===== config.mk =====
export PLATFORM = sky130hd
export DESIGN_NAME = zbuf_frame_controller_flat
export DESIGN_NICKNAME = d
export VERILOG_FILES = /design/src/rtl/zbuf_frame_controller_pkg.sv /design/src/rtl/zbuf_frame_controller_if.sv /design/src/rtl/zbuf_frame_controller_clear_addr_gen.sv /design/src/rtl/zbuf_frame_controller.sv /design/src/flat_wrapper.sv
export SDC_FILE = /design/constraint.sdc
export NUM_CORES = 1
export LEC_CHECK = 0
export BUFFER_PORTS_ARGS = -buffer_cell sky130_fd_sc_hd__buf_2
export CELL_PAD_IN_SITES_DETAIL_PLACEMENT = 1
export CELL_PAD_IN_SITES_GLOBAL_PLACEMENT = 1
export CORE_ASPECT_RATIO = 0.9
export CORE_MARGIN = 1
export CORE_UTILIZATION = 34
export CTS_CLUSTER_SIZE = 8
export DETAILED_ROUTE_END_ITERATION = 8
export PLACE_DENSITY = 0.87
export SLEW_MARGIN = 20
export SYNTH_ARGS = -nofsm -noshare
export SYNTH_HDL_FRONTEND = slang
export SYNTH_SLANG_ARGS = --single-unit

===== constraint.sdc =====
create_clock -name i_clk -period 2.25 [get_ports i_clk]
set_clock_uncertainty 0.1 [all_clocks]
set_input_delay 0 -clock i_clk [delete_from_list [all_inputs] [get_ports i_clk]]
set_output_delay 0 -clock i_clk [all_outputs]
set_load 0.02 [all_outputs]

===== src/rtl/zbuf_frame_controller_pkg.sv =====
// Shared rendering definitions for the frame/depth buffer controller.
//   - address, pixel and depth widths
//   - controller state encoding
//   - default background colour and far depth
package render_pkg;
  localparam int FB_ADDR_W = 17;
  localparam int PIXEL_W   = 12;
  localparam int Z_W       = 8;

  localparam logic [PIXEL_W-1:0] DEF_CLEAR_COLOR = 12'h000;
  localparam logic [Z_W-1:0]     DEF_CLEAR_Z     = 8'hFF;

  typedef enum logic [1:0] {
    CLEAR = 2'd0,
    RUN   = 2'd1,
    DRAIN = 2'd2
  } ctrl_state_t;
endpackage


===== src/rtl/zbuf_frame_controller_if.sv =====
// Write bus between the fragment shader, the controller and the buffer BRAMs.
//   i_sh_*  : shader frame-buffer / Z-buffer write requests (into controller)
//   o_fb_*  : frame-buffer write port (out of controller)
//   o_zb_*  : Z-buffer write port (out of controller)
// master = shader/memory side, slave = controller.
interface zbuf_frame_controller_if;
  import render_pkg::*;

  logic                 i_sh_fb_we;
  logic [FB_ADDR_W-1:0] i_sh_fb_addr;
  logic [PIXEL_W-1:0]   i_sh_fb_pixel;
  logic                 i_sh_zb_we;
  logic [FB_ADDR_W-1:0] i_sh_zb_addr;
  logic [Z_W-1:0]       i_sh_zb_val;

  logic                 o_fb_we;
  logic [FB_ADDR_W-1:0] o_fb_addr;
  logic [PIXEL_W-1:0]   o_fb_pixel;
  logic                 o_zb_we;
  logic [FB_ADDR_W-1:0] o_zb_addr;
  logic [Z_W-1:0]       o_zb_val;

  modport master (
    output i_sh_fb_we, i_sh_fb_addr, i_sh_fb_pixel,
    output i_sh_zb_we, i_sh_zb_addr, i_sh_zb_val,
    input  o_fb_we, o_fb_addr, o_fb_pixel,
    input  o_zb_we, o_zb_addr, o_zb_val
  );

  modport slave (
    input  i_sh_fb_we, i_sh_fb_addr, i_sh_fb_pixel,
    input  i_sh_zb_we, i_sh_zb_addr, i_sh_zb_val,
    output o_fb_we, o_fb_addr, o_fb_pixel,
    output o_zb_we, o_zb_addr, o_zb_val
  );
endinterface


===== src/rtl/zbuf_frame_controller_clear_addr_gen.sv =====
// Sweep address counter for the buffer clear.
//   i_clk, i_rst_n : clock, async active-low reset
//   i_start        : restart the sweep at address 0
//   i_en           : advance one address (a clear write is issued this cycle)
//   o_cnt          : current sweep address
//   o_last         : o_cnt is the final address (NUM_PIXELS-1)
module clear_addr_gen
  import render_pkg::*;
#(
  parameter int NUM_PIXELS = 76800
) (
  input  logic                 i_clk,
  input  logic                 i_rst_n,
  input  logic                 i_start,
  input  logic                 i_en,
  output logic [FB_ADDR_W-1:0] o_cnt,
  output logic                 o_last
);
  logic [FB_ADDR_W-1:0] cnt_q, cnt_d;

  assign o_last = (cnt_q == FB_ADDR_W'(NUM_PIXELS - 1));
  assign o_cnt  = cnt_q;

  // Returning to 0 after the last address leaves the counter ready for the
  // next sweep, so it never runs past NUM_PIXELS-1.
  always_comb begin
    cnt_d = cnt_q;
    if (i_start)     cnt_d = '0;
    else if (i_en)   cnt_d = o_last ? '0 : cnt_q + 1'b1;
  end

  always_ff @(posedge i_clk or negedge i_rst_n) begin
    if (!i_rst_n) cnt_q <= '0;
    else          cnt_q <= cnt_d;
  end
endmodule


===== src/rtl/zbuf_frame_controller.sv =====
// Frame/Z-buffer write sequencer between the fragment shader and the BRAMs.
// Clears both buffers after reset or on request, holding the rasterizer off,
// and otherwise forwards shader writes with one register stage.
//   i_clk, i_rst_n   : clock, async active-low reset
//   i_clear_req      : one-cycle clear request (honoured only in RUN)
//   o_raster_ready   : rasterizer may issue pixels (RUN)
//   o_busy           : drain or clear in progress
//   o_clear_done     : one-cycle pulse on the first RUN cycle after a clear
//   o_drop_err       : sticky, a shader write arrived during a clear
//   bus              : shader request inputs and BRAM write ports
module zbuf_frame_controller
  import render_pkg::*;
#(
  parameter int                 NUM_PIXELS  = 76800,
  parameter int                 PIPE_DEPTH  = 3,
  parameter logic [PIXEL_W-1:0] CLEAR_COLOR = DEF_CLEAR_COLOR,
  parameter logic [Z_W-1:0]     CLEAR_Z     = DEF_CLEAR_Z
) (
  input  logic                    i_clk,
  input  logic                    i_rst_n,
  input  logic                    i_clear_req,
  output logic                    o_raster_ready,
  output logic                    o_busy,
  output logic                    o_clear_done,
  output logic                    o_drop_err,
  zbuf_frame_controller_if.slave  bus
);
  localparam int DW = (PIPE_DEPTH > 1) ? $clog2(PIPE_DEPTH) : 1;

  ctrl_state_t          state_q;
  logic [DW-1:0]        drain_q;
  logic                 done_q, drop_q;
  logic                 fb_we_q, zb_we_q;
  logic [FB_ADDR_W-1:0] fb_addr_q, zb_addr_q;
  logic [PIXEL_W-1:0]   fb_pix_q;
  logic [Z_W-1:0]       zb_val_q;

  logic [FB_ADDR_W-1:0] cnt;
  logic                 cnt_last;
  logic                 drain_end;

  assign drain_end = (state_q == DRAIN) && (drain_q == DW'(PIPE_DEPTH - 1));

  clear_addr_gen #(.NUM_PIXELS(NUM_PIXELS)) u_addr (
    .i_clk   (i_clk),
    .i_rst_n (i_rst_n),
    .i_start (drain_end),
    .i_en    (state_q == CLEAR),
    .o_cnt   (cnt),
    .o_last  (cnt_last)
  );

  always_ff @(posedge i_clk or negedge i_rst_n) begin
    if (!i_rst_n) begin
      state_q   <= CLEAR;
      drain_q   <= '0;
      done_q    <= 1'b0;
      drop_q    <= 1'b0;
      fb_we_q   <= 1'b0;
      fb_addr_q <= '0;
      fb_pix_q  <= '0;
      zb_we_q   <= 1'b0;
      zb_addr_q <= '0;
      zb_val_q  <= '0;
    end else begin
      done_q <= 1'b0;
      case (state_q)
        CLEAR: begin
          fb_we_q   <= 1'b1;
          fb_addr_q <= cnt;
          fb_pix_q  <= CLEAR_COLOR;
          zb_we_q   <= 1'b1;
          zb_addr_q <= cnt;
          zb_val_q  <= CLEAR_Z;
          if (bus.i_sh_fb_we || bus.i_sh_zb_we) drop_q <= 1'b1;
          // done lands together with the first RUN cycle
          if (cnt_last) begin
            state_q <= RUN;
            done_q  <= 1'b1;
          end
        end
        RUN, DRAIN: begin
          // shader traffic keeps flowing while the pipeline drains
          fb_we_q   <= bus.i_sh_fb_we;
          fb_addr_q <= bus.i_sh_fb_addr;
          fb_pix_q  <= bus.i_sh_fb_pixel;
          zb_we_q   <= bus.i_sh_zb_we;
          zb_addr_q <= bus.i_sh_zb_addr;
          zb_val_q  <= bus.i_sh_zb_val;
          if (state_q == RUN) begin
            if (i_clear_req) begin
              state_q <= DRAIN;
              drain_q <= '0;
            end
          end else if (drain_end) begin
            state_q <= CLEAR;
          end else begin
            drain_q <= drain_q + 1'b1;
          end
        end
        default: state_q <= CLEAR;
      endcase
    end
  end

  assign o_raster_ready = (state_q == RUN);
  assign o_busy         = !o_raster_ready;
  assign o_clear_done   = done_q;
  assign o_drop_err     = drop_q;

  assign bus.o_fb_we    = fb_we_q;
  assign bus.o_fb_addr  = fb_addr_q;
  assign bus.o_fb_pixel = fb_pix_q;
  assign bus.o_zb_we    = zb_we_q;
  assign bus.o_zb_addr  = zb_addr_q;
  assign bus.o_zb_val   = zb_val_q;
endmodule


===== src/flat_wrapper.sv =====
// flat-port wrapper written by rule: the top's interface ports become plain ports
module zbuf_frame_controller_flat import render_pkg::*;
#(
  parameter int                 NUM_PIXELS  = 76800,
  parameter int                 PIPE_DEPTH  = 3,
  parameter logic [PIXEL_W-1:0] CLEAR_COLOR = DEF_CLEAR_COLOR,
  parameter logic [Z_W-1:0]     CLEAR_Z     = DEF_CLEAR_Z
)
  (i_clk, i_rst_n, i_clear_req, o_raster_ready, o_busy, o_clear_done, o_drop_err, bus_i_sh_fb_we, bus_i_sh_fb_addr, bus_i_sh_fb_pixel, bus_i_sh_zb_we, bus_i_sh_zb_addr, bus_i_sh_zb_val, bus_o_fb_we, bus_o_fb_addr, bus_o_fb_pixel, bus_o_zb_we, bus_o_zb_addr, bus_o_zb_val);
  zbuf_frame_controller_if bus_i ();
  input  logic i_clk;
  input  logic i_rst_n;
  input  logic i_clear_req;
  output logic o_raster_ready;
  output logic o_busy;
  output logic o_clear_done;
  output logic o_drop_err;
  input wire logic [$bits(bus_i.i_sh_fb_we)-1:0] bus_i_sh_fb_we;
  input wire logic [$bits(bus_i.i_sh_fb_addr)-1:0] bus_i_sh_fb_addr;
  input wire logic [$bits(bus_i.i_sh_fb_pixel)-1:0] bus_i_sh_fb_pixel;
  input wire logic [$bits(bus_i.i_sh_zb_we)-1:0] bus_i_sh_zb_we;
  input wire logic [$bits(bus_i.i_sh_zb_addr)-1:0] bus_i_sh_zb_addr;
  input wire logic [$bits(bus_i.i_sh_zb_val)-1:0] bus_i_sh_zb_val;
  output wire logic [$bits(bus_i.o_fb_we)-1:0] bus_o_fb_we;
  output wire logic [$bits(bus_i.o_fb_addr)-1:0] bus_o_fb_addr;
  output wire logic [$bits(bus_i.o_fb_pixel)-1:0] bus_o_fb_pixel;
  output wire logic [$bits(bus_i.o_zb_we)-1:0] bus_o_zb_we;
  output wire logic [$bits(bus_i.o_zb_addr)-1:0] bus_o_zb_addr;
  output wire logic [$bits(bus_i.o_zb_val)-1:0] bus_o_zb_val;
  assign bus_i.i_sh_fb_we = bus_i_sh_fb_we;
  assign bus_i.i_sh_fb_addr = bus_i_sh_fb_addr;
  assign bus_i.i_sh_fb_pixel = bus_i_sh_fb_pixel;
  assign bus_i.i_sh_zb_we = bus_i_sh_zb_we;
  assign bus_i.i_sh_zb_addr = bus_i_sh_zb_addr;
  assign bus_i.i_sh_zb_val = bus_i_sh_zb_val;
  assign bus_o_fb_we = bus_i.o_fb_we;
  assign bus_o_fb_addr = bus_i.o_fb_addr;
  assign bus_o_fb_pixel = bus_i.o_fb_pixel;
  assign bus_o_zb_we = bus_i.o_zb_we;
  assign bus_o_zb_addr = bus_i.o_zb_addr;
  assign bus_o_zb_val = bus_i.o_zb_val;
  zbuf_frame_controller #(.NUM_PIXELS(NUM_PIXELS), .PIPE_DEPTH(PIPE_DEPTH), .CLEAR_COLOR(CLEAR_COLOR), .CLEAR_Z(CLEAR_Z)) u_core (.i_clk(i_clk), .i_rst_n(i_rst_n), .i_clear_req(i_clear_req), .o_raster_ready(o_raster_ready), .o_busy(o_busy), .o_clear_done(o_clear_done), .o_drop_err(o_drop_err), .bus(bus_i));
endmodule

**After elaboration in Yosys (flattened, before gate mapping)**

Cells that the tools add are included.

- Mux-type cells: 19
- $add $sub $neg: 2
- Reductions and logical operators: 10
- Eq/ne operators: 9

Operator list:

| operator | number |
|---|---|
| 17-bit one-hot mux with 2 select lines | 2 |
| 17-bit 2-to-1 mux | 3 |
| 12-bit one-hot mux with 2 select lines | 1 |
| 17-bit by 1-bit adder with 17-bit output (second input constant) | 1 |
| 17-bit == test (second input constant) | 1 |
| 8-bit one-hot mux with 2 select lines | 1 |
| 2-bit 2-to-1 mux | 7 |
| 3-bit AND reduction | 2 |
| 2-bit == test (second input constant) | 2 |
| 2-bit by 1-bit inequality test with 1-bit output (second input constant) | 2 |
| 1-bit one-hot mux with 2 select lines | 2 |
| 2-bit one-hot mux with 2 select lines | 1 |
| 2-bit nonzero test | 2 |
| 3-bit by 1-bit inequality test with 1-bit output (second input constant) | 1 |
| 3-bit inequality test (second input constant) | 1 |
| 2-bit by 1-bit adder with 2-bit output (second input constant) | 1 |
| 2-bit by 1-bit == test with 1-bit output (second input constant) | 1 |
| 2-bit zero test | 1 |
| 1-bit 2-to-1 mux | 2 |
| 2-bit inequality test (second input constant) | 1 |
| 2-bit AND reduction | 1 |
| 2-bit OR reduction | 1 |
| 1-bit logical AND | 1 |
| 1-bit zero test | 1 |
| 1-bit logical OR | 1 |

- Register bits: 79
- Input bits: 59
- Output and inout bits: 60

**Logic depth before layout (Yosys ltp)**

Gate-level depths: netlist of the first run.

- Depth after elaboration: 5
- Depth in mapped cells: 8
- Gate-level depth less buffers: 6

**Modules after synthesis**

From an unflattened synthesis of the first run, not the netlist that was laid out.

- Cells, all modules: 389
- Area, all modules: 3741.1 sq um

By module, submodules not included:

| module | area an instance (sq um) | times used | cells an instance |
|---|---|---|---|
| zbuf_frame_controller | 2821.5 | 1 | 295 |
| clear_addr_gen | 919.6 | 1 | 94 |

**Least setup slack after synthesis of the first run**

OpenSTA, ideal clock, no wires.

- Path kind: register to register
- Start point: register u_core.state_q[0]
- End point: register u_core.u_addr.cnt_q[10], in the netlist u_core.u_addr.o_cnt[10]
- Cell stages (with the launch flop): 9
- Data required time: 2072 ps
- Library setup time: 78 ps
- Arrival: 1981 ps
- Setup slack: 91 ps
- Period minus slack after synthesis: 2159 ps
- Cell sequence: dfrtp_1 -> inv_1 -> ha_1 -> buf_2 -> inv_2 -> or4_4 -> buf_6 -> or3b_1 -> a21oi_1

- Word-level cells in the longest chain between the ends: 3
- Elaborated cells on any way between the ends: 5
- Those cells by class: eq/ne: 1; mux: 1; reduce/logical: 3

Ends and longest elaborated chain:

| item | line | source |
|---|---|---|
| from (decl) | zbuf_frame_controller.sv:30 | `ctrl_state_t state_q;` |
| from (signal assigned) | zbuf_frame_controller.sv:55 | `state_q <= CLEAR;` |
| from (signal assigned) | zbuf_frame_controller.sv:78 | `state_q <= RUN;` |
| from (signal assigned) | zbuf_frame_controller.sv:92 | `state_q <= DRAIN;` |
| 2-bit == test | zbuf_frame_controller.sv:42 | `assign drain_end = (state_q == DRAIN) && (drain_q == DW'(PIPE_DEPTH - 1));` |
| 1-bit logical AND | zbuf_frame_controller.sv:42 |  |
| 17-bit 2-to-1 mux or 2-bit nonzero test (tied branches) | - |  |
| to (signal assigned) | zbuf_frame_controller_clear_addr_gen.sv:34 | `else cnt_q <= cnt_d;` |
| to (decl) | zbuf_frame_controller_clear_addr_gen.sv:19 | `logic [FB_ADDR_W-1:0] cnt_q, cnt_d;` |

Several ways; a longest one is shown, not always the timed one.
A chain may end at the register's enable or synchronous reset.

**Worst setup path in the final report of the first run**

- Start point: register u_core.state_q[0]
- End point: register u_core.u_addr.cnt_q[14], in the netlist u_core.u_addr.o_cnt[14]

The elaborated chain is that of the path after synthesis.

==> summary.txt, run 1 <==
Detailed routing
  – Met3 wire len: around 640 microns
  – Pre-antenna DRT Iters: 6
  – Routed wire per std cell: 18.5 microns
  – Wire length on met1: 5.08 mm
  – Initial DRC Count: 219
  – Total vias in the final route: about 3700
  – Routed Antenna Nets: 0
  – Remaining DRCs: 14
  – Met2 wire len: slightly below 7 mm
  – Vias per inst: between 5 and 6
  – Final wirelength: 13.1 mm
  – Max layer used: met4

Final layout
  – Syn-to-layout area delta: 45.7%
  – Post-route design area: roughly 5400 sq um
  – Nets: 640
  – Final core utilization: between 50% and 60%
  – Inserted Diodes: 0
  – Share of cells above drive strength 1: approximately a quarter

Setup path
  – Crit-path max cell delay: 600 ps
  – Max FO, Critical Path: 10
  – FF-to-FF End: u_core.u_addr.o_cnt[14]
  – Critical path arrival: about 2300 ps
  – WP data required: around 2400 ps
  – Worst-path cell chain: inv_1, ha_2, inv_2, or4_4, or3_1, a21oi_1
  – CP Capture Type: flop
  – Reg2Reg Setup Slack: a little over 100 ps
  – Crit path max-delay cell type: or4_4
  – Startpoint types: flop
  – Setup CP Type: reg -> reg
  – Reg2reg path depth: 6
  – Reg-to-Reg Start: u_core.state_q[0]

Global route
  – Vias in the first global route: around 4000
  – All-layer global routing usage: about a quarter
  – First-pass GRT wire length: about 21 mm
  – Largest net degree at the start of global routing: 70
  – Congestion Overflow GR: 0
  – Initial antenna violation count: 0

Timing
  – Slew at the pin closest to its max-slew limit: just over 600 ps
  – RSZ-0062 raised after global routing: false
  – Tcrit/Tclk final: 95.4%
  – Final Max Tran Viols: 0
  – Period minus WS final: about 2100 ps
  – Worst hold slack: 121 ps
  – Fmax: approximately 470 MHz
  – Setup_tns: 0 ps
  – Final setup vio count: 0
  – Final Worst Setup Slack: approximately 100 ps
  – Slew HR: 59.8%
  – Hold Fails Final Rpt: 0

Logic synthesis
  – Syn_nets: 468
  – Area leader, netlist: dfrtp_1
  – Top-count cell post-synth: dfrtp_1
  – Average instance area after synthesis: a little over 9 sq um
  – Post-synth ARST share: 100%
  – Flops & latches, synth: a little under 80
  – Number of distinct library cells after synthesis: 42
  – Commonest cells post-synth: dfrtp_1 (79), nand2_1 (69), o21ai_0 (56)
  – Synth top area cells: dfrtp_1 (54%), o21ai_0 (7.6%), nand2_1 (7.0%)
  – Cell count after synthesis: just over 400
  – Ys Warns: 0
  – Share of the synthesized area in the top cell type: 53.7%
  – Sequential element share of the synthesized area: between 50 and 60%
  – Netlist area before placement: around 3700 sq um
  – EDFF count, synth: 0
  – Synth Flop Type: dfrtp_1

Clock tree
  – CTS tree: yes
  – Num CTS Buffers: 9
  – CTS H-tree depth: 3
  – Clock root cell: clkbuf_16
  – Clock-pin slew on the worst setup and hold paths: around 60 ps
  – Clock sink count: 79
  – Worst-case clock buffer depth: 2
  – Later-pin clock latency in the skew report: approximately 330 ps

Placed design
  – GP Congestion: 0.795
  – IO Port Bufs: roughly 120
  – Post-detail-place hpwl: between 7 and 8 mm
  – Placed cell area: roughly 4400 sq um
  – Worst slack at placement: about 95 ps

Status
  – Status: finished with violations
  – Failing checks: DRC

Die
  – Row cnt: 35
  – Die width: approximately 110 microns
  – Total Die Area: 11200 sq um
  – Starting Density: a little over a third
  – I/O pin count: ~120
  – Total core area: 10400 sq um
  – Die Y: ~100 microns

Worst hold path
  – HP Class: in -> async

Power and ir drop
  – PD cells: 602 nW/um^2
  – Max VDD drop: 396 uV
  – Lkg Pwr: 2.52 nW

Flow run
  – Max cap viols: 0
-- routing by layer --
metal | vias up | global-route usage (%)
li1 | 1730 | -
met1 | 1817 | 26.7
met2 | 119 | 43.8
met3 | 39 | 5.59
met4 | 0 | 13.2
met5 | - | 0
-- final cells by class --
class | count | area [sq um]
clock inverters | 5 | 86.3
multi-input cells | 283 | 1560
inverters | 17 | 63.8
well taps | 129 | 161
flip-flops and latches | 79 | 1980
clock buffers | 11 | 243
repair buffers | 185 | 1270
fillers | 1210 | 5020
-- worst max-delay path, delay by kind of cell, from the launching register on --
| kind | cells | cell delay (ps) |
|---|---|---|
| compound gates | 1 | 170 |
| fa+ha+maj | 1 | 200 |
| buf+inv | 2 | 160 |
| flops | 1 | 450 |
| simple gates | 2 | 990 |
-- worst max-delay path by stage --
stage	from	to	slack (ps)	depth (start not counted)
floorplan	u_core.state_q[0]	u_core.u_addr.o_cnt[10]	90	8
global placement	u_core.state_q[0]	u_core.u_addr.o_cnt[13]	220	6
detailed placement	u_core.state_q[0]	u_core.u_addr.o_cnt[9]	100	6
CTS	u_core.state_q[0]	u_core.u_addr.o_cnt[13]	70	6
global route	u_core.state_q[0]	u_core.u_addr.o_cnt[14]	2	6
finish	u_core.state_q[0]	u_core.u_addr.o_cnt[14]	100	6
-- metrics by stage --
stage,power (W),instances
CTS,0.00324,709
detailed placement,0.00153,634
global route,0.00331,709
finish,0.00323,709
global placement,0.00153,634
floorplan,0.00145,403
-- placed cells by master (no fill, tap or decap), types with 3 or more instances in the layout --
cell type,instances
buf_2,117
dfrtp_1,77
nand2_1,69
dlygate4sd3_1,59
o21ai_0,56
a21oi_1,51
inv_1,16
nor2b_1,16
nor2_1,13
nor3b_1,11
clkbuf_16,9
nand3_1,7
or3_1,7
buf_4,7
nor4_1,4
xnor2_1,4
nor3_1,4
nand4_1,4
ha_1,4
xor2_1,3
inv_6,3
-- report_power, final --
group	leakage (nW)	switching [W]	internal (W)
logic	1.38	0.0000642	0.000105
clock network	0.161	0.000622	0.00102
registers	0.981	0	0.00142
-- sequential cells by signal (all words and copies together), names as in the netlist --
name	count
u_core.bus.o_fb_addr	17
u_core.o_drop_err	1
u_core.u_addr.o_cnt	17
u_core.bus.o_zb_val	8
u_core.bus.o_fb_we	1
u_core.state_q	2
u_core.bus.o_zb_we	1
u_core.bus.o_fb_pixel	12
u_core.drain_q	2
u_core.bus.o_zb_addr	17
u_core.o_clear_done	1
-- what timing repair did --
action,4_1_cts,5_1_grt
endpoints found under the setup margin,0,7
resized for setup,0,3
buffers inserted,0,0
hold buffers,59,0
hold endpoints to repair,104,0
-- logic make-up after synthesis --
group	synth area share, %
mux	0.544
fa+ha+maj	2.04
flops	53.7
buf+inv	4.42
xor+xnor	1.67
compound gates	17.0
simple gates	20.6
Note: power is estimated with default switching activity, not from simulation.
==> run 2: changes to the inputs <==
- RECOVER_POWER: unset -> 100
==> summary.txt, run 2 (same netlist as run 1, synthesis figures left out) <==
Status
  – Status: finished with violations
  – Failing checks: DRC

Timing
  – Setup_tns: 0 ps
  – Period minus WS final: about 2100 ps
  – Fmax: ~470 MHz
  – Slew at the pin closest to its max-slew limit: 1170 ps
  – Hold Fails Final Rpt: 0
  – Final setup vio count: 0
  – Slew HR: between 20 and 25%
  – Final Max Tran Viols: 0
  – RSZ-0062 raised after global routing: false
  – Tcrit/Tclk final: 95.3%

Detailed routing
  – Routed wire per std cell: roughly 19 microns
  – Initial DRC Count: around 180
  – Routed Antenna Nets: 0
  – Vias per inst: around 5.2
  – Total vias in the final route: 3711
  – Pre-antenna DRT Iters: 7
  – Remaining DRCs: 14
  – Final wirelength: roughly 13 mm

Global route
  – Congestion Overflow GR: 0
  – Initial antenna violation count: 0
  – All-layer global routing usage: 24.3%
  – Largest net degree at the start of global routing: 70
  – First-pass GRT wire length: ~21 mm
  – Vias in the first global route: 4033

Setup path
  – Critical path arrival: roughly 2300 ps
  – CP Capture Type: flop
  – Reg2reg path depth: 6
  – Worst Setup SP: u_core.state_q[0]
  – Setup CP Type: reg -> reg
  – Startpoint types: flop
  – Max FO, Critical Path: 10
  – Reg-to-Reg Start: u_core.state_q[0]
  – WP data required: around 2400 ps

Die
  – Row cnt: 35
  – Die width: about 110 microns
  – Total core area: 10400 sq um
  – I/O pin count: between 100 and 150
  – Die Y: around 100 microns
  – Starting Density: between 30% and 40%
  – Total Die Area: between 10000 and 15000 sq um

Power and ir drop
  – Power Total: ~0.0032 W
  – Lkg Pwr: roughly 2.3 nW
  – PD cells: roughly 610 nW/um^2
  – Max VDD drop: about 400 uV

Placed design
  – Post-detail-place hpwl: around 7.4 mm
  – GP Congestion: just under 0.8
  – Placed cells: between 600 and 700
  – IO Port Bufs: 118

Final layout
  – Syn-to-layout area delta: 43.2%
  – Share of cells above drive strength 1: 15.7%
  – Non-filler cells in the finished layout: 709
  – Commonest non-fill, non-tap cell in the layout: dfrtp_1
  – Most frequent cells in the layout: dfrtp_1 (77), nand2_1 (69), clkbuf_1 (61), dlygate4sd3_1 (59), buf_2 (58)
  – Inserted Diodes: 0
  – Nets: 640

Clock tree
  – Clock sink count: about 80
  – Later-pin clock latency in the skew report: 330 ps
  – CTS tree: yes
  – Clock root cell: clkbuf_16
  – Postcts setup bufs: 0
  – CTS H-tree depth: 3
  – Num CTS Buffers: 9
  – Clock-pin slew on the worst setup and hold paths: 70 ps
  – Worst-case clock buffer depth: 2

Worst hold path
  – HP Class: in -> async

Flow run
  – Max cap viols: 0
==> run 2: final timing paths <==
check / to / slack [ps]
max: u_core.u_addr.o_cnt[14] / 110
min: u_core.bus.o_fb_pixel[1] / 340
max reg2reg: u_core.u_addr.o_cnt[14] / 110
min reg2reg: u_core.o_drop_err / 370
max in group asynchronous: u_core.bus.o_fb_addr[10] / 650
min in group i_clk: u_core.bus.o_zb_val[1] / 360
==> run 2: layout make-up <==
class	instances	area [sq um]
Inverter	17	63.8
Clock buffer	11	243
Tap cell	129	161
Fill cell	1243	5110
Multi-Input combinational cell	283	1560
Clock inverter	5	86.3
Sequential cell	79	1980
Timing Repair Buffer	185	1180
==> run 2: worst max-delay path: stages, from the launching register on <==
cell	delay [ps]
dfrtp_2	450
inv_1	120
ha_2	200
inv_2	40
or4_4	600
or3_1	380
a21oi_1	170
==> run 2: report_power, final <==
group          total (W)  internal [W]  leakage, nW  switching [W]
Clock            0.00164       0.00102        0.161       0.000626
Sequential       0.00142       0.00142        0.981              0
Combinational   0.000168      0.000103         1.18      0.0000643
==> run 2: through the flow <==
stage,area [sq um],util [%],hold WS (ps),setup slack [ps]
floorplan,3680,-,-396,91.2
global placement,4440,42.7,-54.4,222
detailed placement,4440,42.7,-48.4,95.3
CTS,5360,51.6,147,68.7
global route,5270,50.8,382,6.67
finish,5270,50.8,340,106
==> run 2: routing by layer <==
metal | routed length [microns] | global-route usage [%]
met4 | 582 | 13.2
met3 | 636 | 5.59
met2 | 6830 | 43.8
met5 | 0 | 0
met1 | 5130 | 26.7
==> run 2: timing repair <==
action,in CTS,in global routing
endpoints found under the hold margin,104,0
gates resized for setup,0,3
endpoints found under the setup margin,0,7
hold buffers,59,0
